--- config.mk ---
export PLATFORM = sky130hd
export DESIGN_NAME = conv1_calc_flat
export DESIGN_NICKNAME = d
export VERILOG_FILES = /design/src/rtl/conv1_calc_if.sv /design/src/rtl/conv1_calc.sv /design/src/flat_wrapper.sv
export SDC_FILE = /design/constraint.sdc
export NUM_CORES = 2
export LEC_CHECK = 0
export ABC_AREA = 1
export BUFFER_PORTS_ARGS = -buffer_cell sky130_fd_sc_hd__buf_2
export CAP_MARGIN = 25
export CORE_ASPECT_RATIO = 1.2
export CORE_UTILIZATION = 50
export CTS_CLUSTER_DIAMETER = 30
export CTS_CLUSTER_SIZE = 20
export DETAILED_ROUTE_END_ITERATION = 10
export PLACE_DENSITY = 0.68
export SYNTH_ARGS = -nofsm -noshare
export SYNTH_HDL_FRONTEND = slang
export SYNTH_SLANG_ARGS = --single-unit
export TNS_END_PERCENT = 20
--- constraint.sdc ---
create_clock -name clk -period 24.9 [get_ports clk]
set_input_delay 1.245 -clock clk [delete_from_list [all_inputs] [get_ports clk]]
set_output_delay 1.245 -clock clk [all_outputs]
set_load 0.02 [all_outputs]
--- src/rtl/conv1_calc_if.sv ---
// conv1_calc_if
// Bundles the window input, weight-write port and feature-map output of
// conv1_calc.
//   master : window source / weight loader (drives valid_in, pixel_0..8,
//            wt_we, wt_addr, wt_data; observes valid_out, fmap_out,
//            frame_done)
//   slave  : the convolution datapath (the opposite directions)
interface conv1_calc_if #(
  parameter int N_FILTERS = 4,
  parameter int W_BITS    = 8,
  parameter int OUT_BITS  = 8,
  parameter int ADDR_BITS = $clog2(N_FILTERS * 10)
) ();
  logic                          valid_in;
  logic                          pixel_0;
  logic                          pixel_1;
  logic                          pixel_2;
  logic                          pixel_3;
  logic                          pixel_4;
  logic                          pixel_5;
  logic                          pixel_6;
  logic                          pixel_7;
  logic                          pixel_8;
  logic                          wt_we;
  logic [ADDR_BITS-1:0]          wt_addr;
  logic [W_BITS-1:0]             wt_data;
  logic                          valid_out;
  logic [N_FILTERS*OUT_BITS-1:0] fmap_out;
  logic                          frame_done;

  modport master (
    output valid_in, pixel_0, pixel_1, pixel_2, pixel_3, pixel_4,
           pixel_5, pixel_6, pixel_7, pixel_8, wt_we, wt_addr, wt_data,
    input  valid_out, fmap_out, frame_done
  );

  modport slave (
    input  valid_in, pixel_0, pixel_1, pixel_2, pixel_3, pixel_4,
           pixel_5, pixel_6, pixel_7, pixel_8, wt_we, wt_addr, wt_data,
    output valid_out, fmap_out, frame_done
  );
endinterface

--- src/rtl/conv1_calc.sv ---
// conv1_calc
// First-layer convolution: each valid 3x3 binary window is multiplied
// against N_FILTERS sets of signed 3x3 weights plus a bias, passed through
// ReLU and unsigned saturation, and emitted three cycles later as one
// OUT_BITS sample per filter. Output beats are counted so the last sample of
// each (IN_WIDTH-2)x(IN_HEIGHT-2) feature map is flagged with frame_done.
// Ports:
//   clk  : clock, rising edge
//   rst  : asynchronous active-high reset (clears pipeline, counter, weights)
//   bus  : conv1_calc_if.slave (window in, weight writes, feature-map out)
module conv1_calc #(
  parameter int N_FILTERS = 4,
  parameter int W_BITS    = 8,
  parameter int OUT_BITS  = 8,
  parameter int IN_WIDTH  = 28,
  parameter int IN_HEIGHT = 28
) (
  input  logic         clk,
  input  logic         rst,
  conv1_calc_if.slave  bus
);

  localparam int N_WTS     = N_FILTERS * 10;
  localparam int ADDR_BITS = $clog2(N_WTS);
  // 9 taps plus bias of W_BITS each never exceed W_BITS+4 bits signed.
  localparam int ACC_BITS  = W_BITS + 4;
  localparam int N_SAMPLES = (IN_WIDTH - 2) * (IN_HEIGHT - 2);
  localparam int CNT_BITS  = (N_SAMPLES > 1) ? $clog2(N_SAMPLES) : 1;
  localparam logic [CNT_BITS-1:0] CNT_MAX = CNT_BITS'(N_SAMPLES - 1);

  // Sign-extend a weight to accumulator width.
  function automatic logic signed [ACC_BITS-1:0] sext(input logic [W_BITS-1:0] w);
    return {{(ACC_BITS - W_BITS){w[W_BITS-1]}}, w};
  endfunction

  // ReLU followed by clamp to the unsigned output range.
  function automatic logic [OUT_BITS-1:0] relu_sat(input logic signed [ACC_BITS-1:0] a);
    logic [OUT_BITS-1:0] r;
    if (a[ACC_BITS-1]) begin
      r = '0;
    end else if (|a[ACC_BITS-2:OUT_BITS]) begin
      r = '1;
    end else begin
      r = a[OUT_BITS-1:0];
    end
    return r;
  endfunction

  logic [W_BITS-1:0]             wt_q [N_WTS];
  logic [8:0]                    pix_s;
  logic                          s1_valid_q;
  logic [8:0]                    s1_pix_q;
  logic                          s2_valid_q;
  logic signed [ACC_BITS-1:0]    acc_d [N_FILTERS];
  logic signed [ACC_BITS-1:0]    acc_q [N_FILTERS];
  logic [N_FILTERS*OUT_BITS-1:0] fmap_d;
  logic [N_FILTERS*OUT_BITS-1:0] fmap_q;
  logic                          valid_out_q;
  logic                          frame_done_d;
  logic                          frame_done_q;
  logic [CNT_BITS-1:0]           cnt_d;
  logic [CNT_BITS-1:0]           cnt_q;

  assign pix_s = {bus.pixel_8, bus.pixel_7, bus.pixel_6, bus.pixel_5, bus.pixel_4,
                  bus.pixel_3, bus.pixel_2, bus.pixel_1, bus.pixel_0};

  // Weight file; addresses at or beyond N_WTS match no entry and are dropped.
  always_ff @(posedge clk or posedge rst) begin
    if (rst) begin
      for (int i = 0; i < N_WTS; i++) begin
        wt_q[i] <= '0;
      end
    end else begin
      for (int i = 0; i < N_WTS; i++) begin
        if (bus.wt_we && (bus.wt_addr == ADDR_BITS'(i))) begin
          wt_q[i] <= bus.wt_data;
        end
      end
    end
  end

  // Stage 1: capture the window and its valid strobe.
  always_ff @(posedge clk or posedge rst) begin
    if (rst) begin
      s1_valid_q <= 1'b0;
      s1_pix_q   <= '0;
    end else begin
      s1_valid_q <= bus.valid_in;
      s1_pix_q   <= pix_s;
    end
  end

  // Stage 2 datapath: binary pixels gate each tap into the biased sum. The
  // weight file is read here, so a write landing on the capture edge is seen.
  always_comb begin
    for (int f = 0; f < N_FILTERS; f++) begin
      acc_d[f] = sext(wt_q[f*10 + 9]);
      for (int k = 0; k < 9; k++) begin
        if (s1_pix_q[k]) begin
          acc_d[f] = acc_d[f] + sext(wt_q[f*10 + k]);
        end else begin
          acc_d[f] = acc_d[f];
        end
      end
    end
  end

  // Stage 2 register: accumulators and valid.
  always_ff @(posedge clk or posedge rst) begin
    if (rst) begin
      s2_valid_q <= 1'b0;
      for (int f = 0; f < N_FILTERS; f++) begin
        acc_q[f] <= '0;
      end
    end else begin
      s2_valid_q <= s1_valid_q;
      for (int f = 0; f < N_FILTERS; f++) begin
        acc_q[f] <= acc_d[f];
      end
    end
  end

  // Stage 3 datapath: clamp outputs, advance the map counter on valid beats
  // and flag the beat that completes a map. Idle cycles drive zero data.
  always_comb begin
    fmap_d       = '0;
    frame_done_d = 1'b0;
    cnt_d        = cnt_q;
    if (s2_valid_q) begin
      for (int f = 0; f < N_FILTERS; f++) begin
        fmap_d[f*OUT_BITS +: OUT_BITS] = relu_sat(acc_q[f]);
      end
      if (cnt_q == CNT_MAX) begin
        frame_done_d = 1'b1;
        cnt_d        = '0;
      end else begin
        cnt_d        = cnt_q + {{(CNT_BITS-1){1'b0}}, 1'b1};
      end
    end else begin
      fmap_d       = '0;
      frame_done_d = 1'b0;
      cnt_d        = cnt_q;
    end
  end

  // Stage 3 register: outputs and beat counter.
  always_ff @(posedge clk or posedge rst) begin
    if (rst) begin
      valid_out_q  <= 1'b0;
      fmap_q       <= '0;
      frame_done_q <= 1'b0;
      cnt_q        <= '0;
    end else begin
      valid_out_q  <= s2_valid_q;
      fmap_q       <= fmap_d;
      frame_done_q <= frame_done_d;
      cnt_q        <= cnt_d;
    end
  end

  assign bus.valid_out  = valid_out_q;
  assign bus.fmap_out   = fmap_q;
  assign bus.frame_done = frame_done_q;

endmodule

--- src/flat_wrapper.sv ---
// flat-port wrapper written by rule: the top's interface ports become plain ports
module conv1_calc_flat 
#(
  parameter int N_FILTERS = 4,
  parameter int W_BITS    = 8,
  parameter int OUT_BITS  = 8,
  parameter int IN_WIDTH  = 28,
  parameter int IN_HEIGHT = 28
)
  (clk, rst, bus_valid_in, bus_pixel_0, bus_pixel_1, bus_pixel_2, bus_pixel_3, bus_pixel_4, bus_pixel_5, bus_pixel_6, bus_pixel_7, bus_pixel_8, bus_wt_we, bus_wt_addr, bus_wt_data, bus_valid_out, bus_fmap_out, bus_frame_done);
  conv1_calc_if #(.N_FILTERS(N_FILTERS), .W_BITS(W_BITS), .OUT_BITS(OUT_BITS)) bus_i ();
  input  logic clk;
  input  logic rst;
  input wire logic [$bits(bus_i.valid_in)-1:0] bus_valid_in;
  input wire logic [$bits(bus_i.pixel_0)-1:0] bus_pixel_0;
  input wire logic [$bits(bus_i.pixel_1)-1:0] bus_pixel_1;
  input wire logic [$bits(bus_i.pixel_2)-1:0] bus_pixel_2;
  input wire logic [$bits(bus_i.pixel_3)-1:0] bus_pixel_3;
  input wire logic [$bits(bus_i.pixel_4)-1:0] bus_pixel_4;
  input wire logic [$bits(bus_i.pixel_5)-1:0] bus_pixel_5;
  input wire logic [$bits(bus_i.pixel_6)-1:0] bus_pixel_6;
  input wire logic [$bits(bus_i.pixel_7)-1:0] bus_pixel_7;
  input wire logic [$bits(bus_i.pixel_8)-1:0] bus_pixel_8;
  input wire logic [$bits(bus_i.wt_we)-1:0] bus_wt_we;
  input wire logic [$bits(bus_i.wt_addr)-1:0] bus_wt_addr;
  input wire logic [$bits(bus_i.wt_data)-1:0] bus_wt_data;
  output wire logic [$bits(bus_i.valid_out)-1:0] bus_valid_out;
  output wire logic [$bits(bus_i.fmap_out)-1:0] bus_fmap_out;
  output wire logic [$bits(bus_i.frame_done)-1:0] bus_frame_done;
  assign bus_i.valid_in = bus_valid_in;
  assign bus_i.pixel_0 = bus_pixel_0;
  assign bus_i.pixel_1 = bus_pixel_1;
  assign bus_i.pixel_2 = bus_pixel_2;
  assign bus_i.pixel_3 = bus_pixel_3;
  assign bus_i.pixel_4 = bus_pixel_4;
  assign bus_i.pixel_5 = bus_pixel_5;
  assign bus_i.pixel_6 = bus_pixel_6;
  assign bus_i.pixel_7 = bus_pixel_7;
  assign bus_i.pixel_8 = bus_pixel_8;
  assign bus_i.wt_we = bus_wt_we;
  assign bus_i.wt_addr = bus_wt_addr;
  assign bus_i.wt_data = bus_wt_data;
  assign bus_valid_out = bus_i.valid_out;
  assign bus_fmap_out = bus_i.fmap_out;
  assign bus_frame_done = bus_i.frame_done;
  conv1_calc #(.N_FILTERS(N_FILTERS), .W_BITS(W_BITS), .OUT_BITS(OUT_BITS), .IN_WIDTH(IN_WIDTH), .IN_HEIGHT(IN_HEIGHT)) u_core (.clk(clk), .rst(rst), .bus(bus_i));
endmodule
==> flow_summary.ini <==
[layout]
n_antenna_cell = 0
drive_above_1_share = 0.0877
nets = 5766
design_area_sq_um = 41900
nFillCells = 6824
area_growth_pct = 13.5

[route]
dr.first_iter.drc_count = 1733
drt_wl_total_mm = 90.6
antenna_left = 0
vias_per_cell = 5.22
firstDrtPassIters = 5
routedWlPerCell_um = 14.3
drc = 0
vias = 33100

[yosys]
yosys_warnings = 0
synth_simple_gate_area_share = 0.293
synth_top_cell_area_share = 0.287
seq_area_frac_synth = 0.287
netlist_area_sq_um = 36900
netlist_instances = 5280
yosys-top-cells-count = 1553 x nand2_1, 539 x inv_1, 513 x o21ai_0
synth_compound_area_frac = 0.153
synth_seq_cells = 423
synth_fp_nets = 5724
synth_area_per_cell_sq_um = 6.99
muxShareOfSynthArea = 0
synth-edff-count = 0
synth_top_family_by_area = simple AND/OR/NAND/NOR gates
yosysMostFrequentCell = nand2_1
netlist_top_cells_area = dfrtp_1 29%, nand2_1 16%, ha_1 13%
async_reset_ff_frac = 1.00
synthAdderAreaFrac = 0.149
synth-main-ff-cell = dfrtp_1
synth_cell_types = 48
synth_xor_area_frac = 0.0408
synth_top_area_cell = dfrtp_1

[power_and_ir_drop]
leakage_nw = 22.2
p_int_w = 0.00261
powerDensity_nw_per_um2 = 103
p_seq_frac = 0.206
power_w = 0.00430
switching_share = 0.393
switchingPower_w = 0.00169
combPwrFrac = 0.448
p_clk_frac = 0.346
irDropWorstVdd_uv = 62.1

[placed_design]
gp_congestion = 0.927
hpwl_mm = 66.6
dp_slack_ps = 14510
placed_area_sq_um = 37900
portBuffers = 60

[floorplanning]
start_util = 0.508
io_pins = 61
die-area_sq_um = 74900
core_area_sq_um = 72700
num_rows = 108
dieHeight_um = 300
die_x_um = 250

[setup_path]
slowest_stage = inv_2
r2r_start = u_core.s1_pix_q[0]
worstPathArrival_ps = 11100
r2r_slack_ps = 14340
setup.worst_path.start_class = register
worst-path-max-fanout = 39
crit_top_cell = nand2_1
reg2reg_to = u_core.acc_q[47]
setup.worst_path.end = u_core.acc_q[47]
required_ps = 25440
crit_type = register to register
endpoint_kind = register
crit_start = u_core.s1_pix_q[0]
r2r_cells = 64
cpPeakStageDelay_ps = 480

[clock_network]
cts_root_buf = clkbuf_16
cts_resized = 0
cts_tree = built
h-tree-depth = 3
post_cts_buffers = 0
cts_sinks = 423
path_clk_slew_ps = 40
hold_buffers = 0
cts_buffer_depth = 3
numCtsBuffers = 111
worst_skew_pair.late_latency_ps = 670

[timing]
period_needed_ps = 10560
skew_ps = 33.2
rsz0062_at_grt = false
drv_slew = 0
fmax_mhz = 94.7
setup_viol = 0
setup_tns_ps = 0
holdWs_ps = 344
worstMarginPinSlew_ps = 1020
slew_headroom = 0.322
final_hold_viol_count = 0
fin_crit_sh = 0.424
fin_ws_ps = 14340

[global_routing]
antenna_found_initial = 5
track_usage = 0.246
grt_pass1_wl_mm = 152
grt_pass1_vias = 31700
grt-ovfl-total = 0
grt_max_degree = 115

[flow_run]
cap_violations = 0

[outcome]
outcome = complete, no violations

[worst_hold_path]
hp-class = register to register
-- area by class of cell --
cell class | count | area (sq um) | area share
well taps | 935 | 1170 | 0.0279
inverters | 559 | 2110 | 0.0504
multi-input cells | 4137 | 23500 | 0.561
repair buffers | 90 | 599 | 0.0143
clock inverters | 65 | 895 | 0.0214
flip-flops and latches | 423 | 10600 | 0.253
clock buffers | 140 | 3050 | 0.0728
-- per-stage QoR --
step / util / instances
5_1_grt: 0.576 / 6349
4_1_cts: 0.575 / 6346
3_3_place_gp: 0.520 / 6138
6_report: 0.576 / 6349
2_1_floorplan: - / 5280
3_5_place_dp: 0.521 / 6141
-- worst max-delay path: cells and delay by family, from the launching register on --
family                   cells  cell delay, ps
buffers and inverters        7            1030
AND/OR/NAND/NOR             32            3730
adder cells (fa/ha/maj)      9            2800
AO/OA/AOI/OAI               14            2130
XOR/XNOR                     2             360
flip-flops                   1             360
-- cell families after synthesis --
family / count (synthesis)
DFF: 423
adders and majority gates: 417
AOI/OAI and AO/OA: 1001
and+or+nand+nor: 2547
xor gates and xnor gates: 172
buffers and inverters: 720
-- power groups by stage --
stage	Combinational, W	Sequential, W	Clock, W
after floorplan	0.00154	0.000905	0
final	0.00193	0.000888	0.00149
after detailed placement	0.00190	0.000897	0
after global placement	0.00187	0.000894	0
after global routing	0.00222	0.000904	0.00156
after CTS	0.00192	0.000888	0.00152
-- registers in the layout, summed over array words and instances (netlist names) --
name / flops
u_core.wt_q: 320
u_core.acc_q: 48
u_core.bus.fmap_out: 32
u_core.cnt_q: 10
u_core.s1_pix_q: 9
u_core.bus.frame_done: 1
u_core.bus.valid_out: 1
u_core.s1_valid_q: 1
u_core.s2_valid_q: 1
-- layout by cell type, fill, tap and decap left out, drive strengths merged, types with 6 or more instances in the layout --
cell type  instances
a21o              25
a21oi            293
a31oi             40
and2              78
buf               90
bufinv            18
clkbuf           140
clkinv            37
clkinvlp          10
dfrtp            423
fa                36
ha               381
inv              559
nand2           1591
nand3            478
nand3b            18
nand4             26
nor2             236
nor3              48
o2111ai           10
o211ai             6
o21a              12
o21ai            562
o21bai            35
or2               62
xnor2             57
xor2             115
-- per-layer routing --
metal	GRT usage	routed length, um	vias to the layer above
li1	-	-	17500
met1	0.326	43100	14900
met2	0.412	41300	549
met3	0.0362	4040	135
met4	0.0749	2000	10
met5	0	64	-
-- worst min-delay path by stage --
stage,slack (ps),start,cells past startpoint,end
5_1_grt,350,u_core.s1_valid_q,0,u_core.s2_valid_q
3_3_place_gp,340,u_core.s1_valid_q,0,u_core.s2_valid_q
3_5_place_dp,340,u_core.s1_valid_q,0,u_core.s2_valid_q
6_report,340,u_core.s1_valid_q,0,u_core.s2_valid_q
4_1_cts,350,u_core.s1_valid_q,0,u_core.s2_valid_q
2_1_floorplan,330,u_core.s1_valid_q,0,u_core.s2_valid_q
Note: power is estimated with default switching activity, not from simulation.
